<file path="src/rtl/i2c_pkg.sv">
// Shared types and default geometry for the I2C frame counter.
package i2c_pkg;

  localparam int unsigned DEF_DATA_BITS = 8;
  localparam int unsigned DEF_MAX_BYTES = 16;

  typedef enum logic [1:0] {
    IDLE = 2'd0,
    DATA = 2'd1,
    ACK  = 2'd2,
    DONE = 2'd3
  } state_e;

endpackage

</file>
<file path="src/rtl/i2c_slot_counter.sv">
// Bit-slot counter with synchronous clear, count enable and a decoded
// terminal-count flag; clear takes priority over enable.
module i2c_slot_counter #(
  parameter int unsigned WIDTH    = 4,
  parameter int unsigned TC_VALUE = 7
) (
  input  logic             clk_i,
  input  logic             rst_i,
  input  logic             clr_i,
  input  logic             en_i,
  output logic [WIDTH-1:0] cnt_o,
  output logic             tc_o
);

  logic [WIDTH-1:0] cnt_q;
  logic [WIDTH-1:0] cnt_d;

  always_comb begin
    cnt_d = cnt_q;
    if (clr_i) begin
      cnt_d = '0;
    end else if (en_i) begin
      cnt_d = cnt_q + WIDTH'(1);
    end
  end

  always_ff @(posedge clk_i or posedge rst_i) begin
    if (rst_i) begin
      cnt_q <= '0;
    end else begin
      cnt_q <= cnt_d;
    end
  end

  assign cnt_o = cnt_q;
  assign tc_o  = (cnt_q == WIDTH'(TC_VALUE));

endmodule

</file>
<file path="src/rtl/i2c_frame_counter.sv">
// Tracks bit/byte position through an I2C frame clocked by SCL; every output
// is decoded from registered state so no input reaches an output combinationally.
module i2c_frame_counter
  import i2c_pkg::*;
#(
  parameter int unsigned DATA_BITS = DEF_DATA_BITS,
  parameter int unsigned MAX_BYTES = DEF_MAX_BYTES,
  localparam int unsigned BW = $clog2(DATA_BITS + 1),
  localparam int unsigned CW = $clog2(MAX_BYTES + 1)
) (
  input  logic          SCL,
  input  logic          reset,
  input  logic          start,
  input  logic          stop,
  input  logic [CW-1:0] nbytes,
  output logic [BW-1:0] bit_cnt,
  output logic [CW-1:0] byte_cnt,
  output logic          data_phase,
  output logic          ack_phase,
  output logic          byte_tick,
  output logic          frame_done,
  output logic          busy
);

  state_e        state_q;
  state_e        state_d;
  logic [CW-1:0] byte_cnt_q;
  logic [CW-1:0] byte_cnt_d;
  logic [CW-1:0] len_q;
  logic [CW-1:0] len_d;
  logic [CW-1:0] len_sat_c;
  logic          last_byte_c;
  logic          bit_clr_c;
  logic          bit_en_c;
  logic          bit_tc;
  logic [BW-1:0] bit_cnt_w;

  i2c_slot_counter #(
    .WIDTH    (BW),
    .TC_VALUE (DATA_BITS - 1)
  ) u_bit_cnt (
    .clk_i (SCL),
    .rst_i (reset),
    .clr_i (bit_clr_c),
    .en_i  (bit_en_c),
    .cnt_o (bit_cnt_w),
    .tc_o  (bit_tc)
  );

  // Requested length clamped to 1..MAX_BYTES so byte_cnt can never wrap.
  always_comb begin
    len_sat_c = nbytes;
    if (nbytes == '0) begin
      len_sat_c = CW'(1);
    end else if (nbytes > CW'(MAX_BYTES)) begin
      len_sat_c = CW'(MAX_BYTES);
    end
  end

  assign last_byte_c = (byte_cnt_q == (len_q - CW'(1)));

  always_comb begin
    state_d    = state_q;
    byte_cnt_d = byte_cnt_q;
    len_d      = len_q;
    bit_clr_c  = 1'b0;
    bit_en_c   = 1'b0;

    if (stop) begin
      state_d    = IDLE;
      byte_cnt_d = '0;
      bit_clr_c  = 1'b1;
    end else if (start) begin
      state_d    = DATA;
      byte_cnt_d = '0;
      len_d      = len_sat_c;
      bit_clr_c  = 1'b1;
    end else begin
      unique case (state_q)
        IDLE: begin
          byte_cnt_d = '0;
          bit_clr_c  = 1'b1;
        end
        DATA: begin
          // Counter steps past the last data bit to DATA_BITS for the ACK slot.
          bit_en_c = 1'b1;
          if (bit_tc) begin
            state_d = ACK;
          end
        end
        ACK: begin
          bit_clr_c = 1'b1;
          if (last_byte_c) begin
            state_d = DONE;
          end else begin
            state_d    = DATA;
            byte_cnt_d = byte_cnt_q + CW'(1);
          end
        end
        DONE: begin
          state_d    = IDLE;
          byte_cnt_d = '0;
          bit_clr_c  = 1'b1;
        end
        default: begin
          state_d    = IDLE;
          byte_cnt_d = '0;
          bit_clr_c  = 1'b1;
        end
      endcase
    end
  end

  always_ff @(posedge SCL or posedge reset) begin
    if (reset) begin
      state_q    <= IDLE;
      byte_cnt_q <= '0;
      len_q      <= CW'(1);
    end else begin
      state_q    <= state_d;
      byte_cnt_q <= byte_cnt_d;
      len_q      <= len_d;
    end
  end

  assign bit_cnt    = bit_cnt_w;
  assign byte_cnt   = byte_cnt_q;
  assign data_phase = (state_q == DATA);
  assign ack_phase  = (state_q == ACK);
  assign byte_tick  = (state_q == DATA) && bit_tc;
  assign frame_done = (state_q == DONE);
  assign busy       = (state_q == DATA) || (state_q == ACK);

endmodule

</file>
<file path="config.mk">
export PLATFORM = sky130hd
export DESIGN_NAME = i2c_frame_counter
export DESIGN_NICKNAME = d
export VERILOG_FILES = /design/src/rtl/i2c_pkg.sv /design/src/rtl/i2c_slot_counter.sv /design/src/rtl/i2c_frame_counter.sv
export SDC_FILE = /design/constraint.sdc
export NUM_CORES = 1
export LEC_CHECK = 0
export CORE_ASPECT_RATIO = 0.9
export CORE_MARGIN = 4
export CORE_UTILIZATION = 56
export CTS_BUF_LIST = sky130_fd_sc_hd__clkbuf_8
export CTS_CLUSTER_DIAMETER = 200
export DETAILED_ROUTE_END_ITERATION = 8
export PLACE_DENSITY_LB_ADDON = 0.12
export SLEW_MARGIN = 5
export SYNTH_ARGS = -nofsm -noshare
export SYNTH_HDL_FRONTEND = slang
export SYNTH_SLANG_ARGS = --single-unit
</file>
<file path="constraint.sdc">
create_clock -name SCL -period 5.6 [get_ports SCL]
set_clock_uncertainty 0.15 [all_clocks]
set_input_delay 0.84 -clock SCL [delete_from_list [all_inputs] [get_ports SCL]]
set_output_delay 0.84 -clock SCL [all_outputs]
set_load 0.005 [all_outputs]
</file>
==> out/qor.txt <==
WHS Endpoint - len_q[1]
Peak Freq - 348 MHz
Root Buffer - clkbuf_8
Number of synthesized flops with an enable pin - 0
Cells traversed along the worst timing path - inv_1 -> ha_1 -> nand2_1 -> nor3b_1 -> clkdlybuf4s50_1
# fillers - 124
Top_reg_cell synth - dfrtp_1
Register-to-Register Path Depth - 6
Pwr Density - 220 mW/mm^2
Worst IR Drop VDD - 0.204 mV
Clk slew on worst S/H paths - 70 ps
Final Setup Violations - 0
Crit Path Category - reg2out
Synth async-reset ratio - 1.00
Compound-Gate Fraction of Synth Area - 0.129
TritonCTS clock tree - built
Placed cell area - 0.00132 mm^2
H-tree levels - 1
Status - complete, no violations
Reg2reg end - byte_cnt[4]
Yosys reg bits - 16
Slew Viols, Final - 0
Largest cells by area after synthesis - dfrtp_1 35%, ha_1 8.1%, and3_1 4.6%
WP data required - 4610 ps
CTS Hold Bufs - 0
CP endpoint kind - output port
Site row count - 14
TritonCTS Buffers - 3
Largest net degree at the start of global routing - 18
Clk sinks - 16
Total Routing Usage GR - 0.223
Syn Nets - 132
Antenna violations before repair - 0
I/O Pins - 23
Diode count - 0
Crit path launch type - flip-flop
CP Data Arrival Time - 1880 ps
Synth Area in XOR/XNOR - 0.0958
Post-Synthesis Cells - 116
Share of layout cells above drive strength 1 - 0.0719
Buf+Inv Stages, Crit Path - 2
Final net count - 156
Final worst path period need - 2870 ps
Via-to-Cell Ratio - 5.90
Later-pin clock latency in the skew report - 250 ps
Hold crit path type - reg2reg
Area Overhead vs Synth - 27.1%
Final Hold Vio Count - 0
DRC - 0
Synth top area share - 0.346
GR Overflow Total - 0
Crit-path max FO - 6
Crit-path slowest cell - clkdlybuf4s50_1
Finished Cell Area - 0.00138 mm^2
Clock Path Buffers - 2
DRT Wirelength - 2510 um
Warnings, synthesis - 0
Footprint of the multi-input gates - 633 um^2
Delay-heaviest family, CP - buffers and inverters
Most frequent cell after synthesis - dfrtp_1
CTS resizes - 0
HP Start - len_q[1]
Hold path depth - 2
Leakage - 0.631 nW
Final setup TNS - 0 ps
Final Cycle Share - 0.513
DRT iter0 DRCs - 27
Register area - 402 um^2
TritonRoute pass-1 iters - 4
Initial Utilization - 0.619
Final Power - 0.303 mW
Dpl hpwl - 1870 um
First-pass GRT wire length - 4350 um
Vias in the first global route - 986
Antenna viol nets, final - 0
Register area share after synthesis - 0.371
Max-Cap Viols - 0
Post-synth top area cell - dfrtp_1
Synth cell types - 34
Synth Area in Adders - 0.0808
PortBufs - 22
Horiz. Die Dim - 54.4 um
Largest family of logic cells by synthesized area - simple AND/OR/NAND/NOR gates
Mux cell area share after synthesis - 0.0289
Core area - 0.00175 mm^2
GPL Wtd Cong - 0.811
Worst r2r src - len_q[0]
DR vias - 961
Syn_area_per_cell - 9.34 um^2
Flop2flop setup slack - 3280 ps
Routed len/inst - 15.4 um
Slowest cell delay on critical path - 530 ps
DIE HEIGHT - 49.7 um
Die ar. - 0.00270 mm^2
Worst slew pin tran - 744 ps
Synth cell count leaders - 15 x dfrtp_1, 10 x inv_1, 10 x nor2_1
Rel. slew slack - 0.502
Mapped Area - 0.00108 mm^2
Post-CTS Setup Inserts - 0
RSZ-0062 raised after global routing - no
Simple-gate share of the synthesized area - 0.249
## kinds of logic (layout without fill, tap and decap cells)
| logic type | after synthesis | in the layout |
|---|---|---|
| compound gates | 20 | 20 |
| mux | 3 | 3 |
| buf+inv | 13 | 36 |
| flops | 16 | 16 |
| fa+ha+maj | 7 | 7 |
| simple gates | 47 | 47 |
| xor+xnor | 10 | 10 |
## layer usage
metal  global-route usage  up-vias  routed length (um)
li1                     -      467                   -
met1                0.277      443                1090
met2                0.345       43                1200
met3               0.0633        8                 157
met4                0.108        0                  65
met5                    0        -                   0
## worst register-to-register path, cell delays in order, from the launching register on
cell and delay, ps:
dfstp_2 570, inv_1 50, ha_1 210, nor3b_1 150, xnor2_1 540, a31oi_1 140, or3b_1 400
## worst max-delay path by stage
stage	startpoint	slack, ps	end	depth (start not counted)
final	state_q[1]	2730	byte_tick	5
after global placement	state_q[1]	3040	byte_tick	5
after detailed placement	start	2940	byte_cnt[4]	5
after global routing	state_q[1]	2590	byte_tick	5
after CTS	state_q[1]	2710	byte_tick	5
after floorplan	len_q[0]	3540	byte_cnt[4]	6
## registers in the layout, summed over array words and instances (netlist names)
name             flops
u_bit_cnt.cnt_o      4
len_q                5
byte_cnt             5
state_q              2
## final cells by class
| cell class | instances | area share |
|---|---|---|
| Tap cell | 24 | 0.0218 |
| Inverter | 10 | 0.0272 |
| Timing Repair Buffer | 22 | 0.160 |
| Sequential cell | 16 | 0.292 |
| Clock buffer | 4 | 0.0400 |
| Multi-Input combinational cell | 87 | 0.460 |
## through the flow
stage          worst slack [ps]  cells  hold slack, ps  utilization
2_1_floorplan              3540    116             323            -
3_3_place_gp               3040    159             343        0.755
3_5_place_dp               2940    159             348        0.755
4_1_cts                    2710    163             363        0.786
5_1_grt                    2590    163             390        0.786
6_report                   2730    163             355        0.786
## report_power, final
| part | switching [mW] | leakage [nW] | internal [mW] |
|---|---|---|---|
| Combinational | 0.0399 | 0.389 | 0.0306 |
| Clock | 0.0423 | 0.0288 | 0.0624 |
| Sequential | 0.00600 | 0.213 | 0.122 |
| Total | 0.0883 | 0.631 | 0.215 |
## cells in the final DEF, fill, tap and decap left out
cell type | netlist | routed
xnor2_1 | 5 | 5
dfrtp_1 | 15 | 15
and3_2 | 1 | 1
nand3b_1 | 1 | 1
clkdlybuf4s50_1 | 0 | 22
o31ai_1 | 1 | 1
nor3_1 | 2 | 2
mux2i_1 | 2 | 2
nand3_1 | 1 | 1
or3b_1 | 1 | 1
clkbuf_8 | 0 | 4
o21ai_0 | 4 | 4
nor2_1 | 10 | 10
nand2_1 | 6 | 6
a2bb2oi_1 | 1 | 1
or3_1 | 1 | 1
a41oi_1 | 1 | 1
nor3_4 | 1 | 1
a31oi_1 | 4 | 4
a211o_1 | 3 | 3
and3_1 | 8 | 8
nand2b_1 | 5 | 5
mux2_2 | 1 | 1
dfstp_2 | 1 | 1
a21oi_1 | 2 | 2
nand4_1 | 6 | 6
ha_1 | 7 | 7
nand4b_1 | 1 | 1
xor2_1 | 4 | 4
inv_1 | 10 | 10
nor3b_1 | 2 | 2
xor3_2 | 1 | 1
a2111oi_0 | 3 | 3
or2_2 | 1 | 1
o211ai_1 | 1 | 1
No activity file was read; power rests on OpenSTA's default activity.
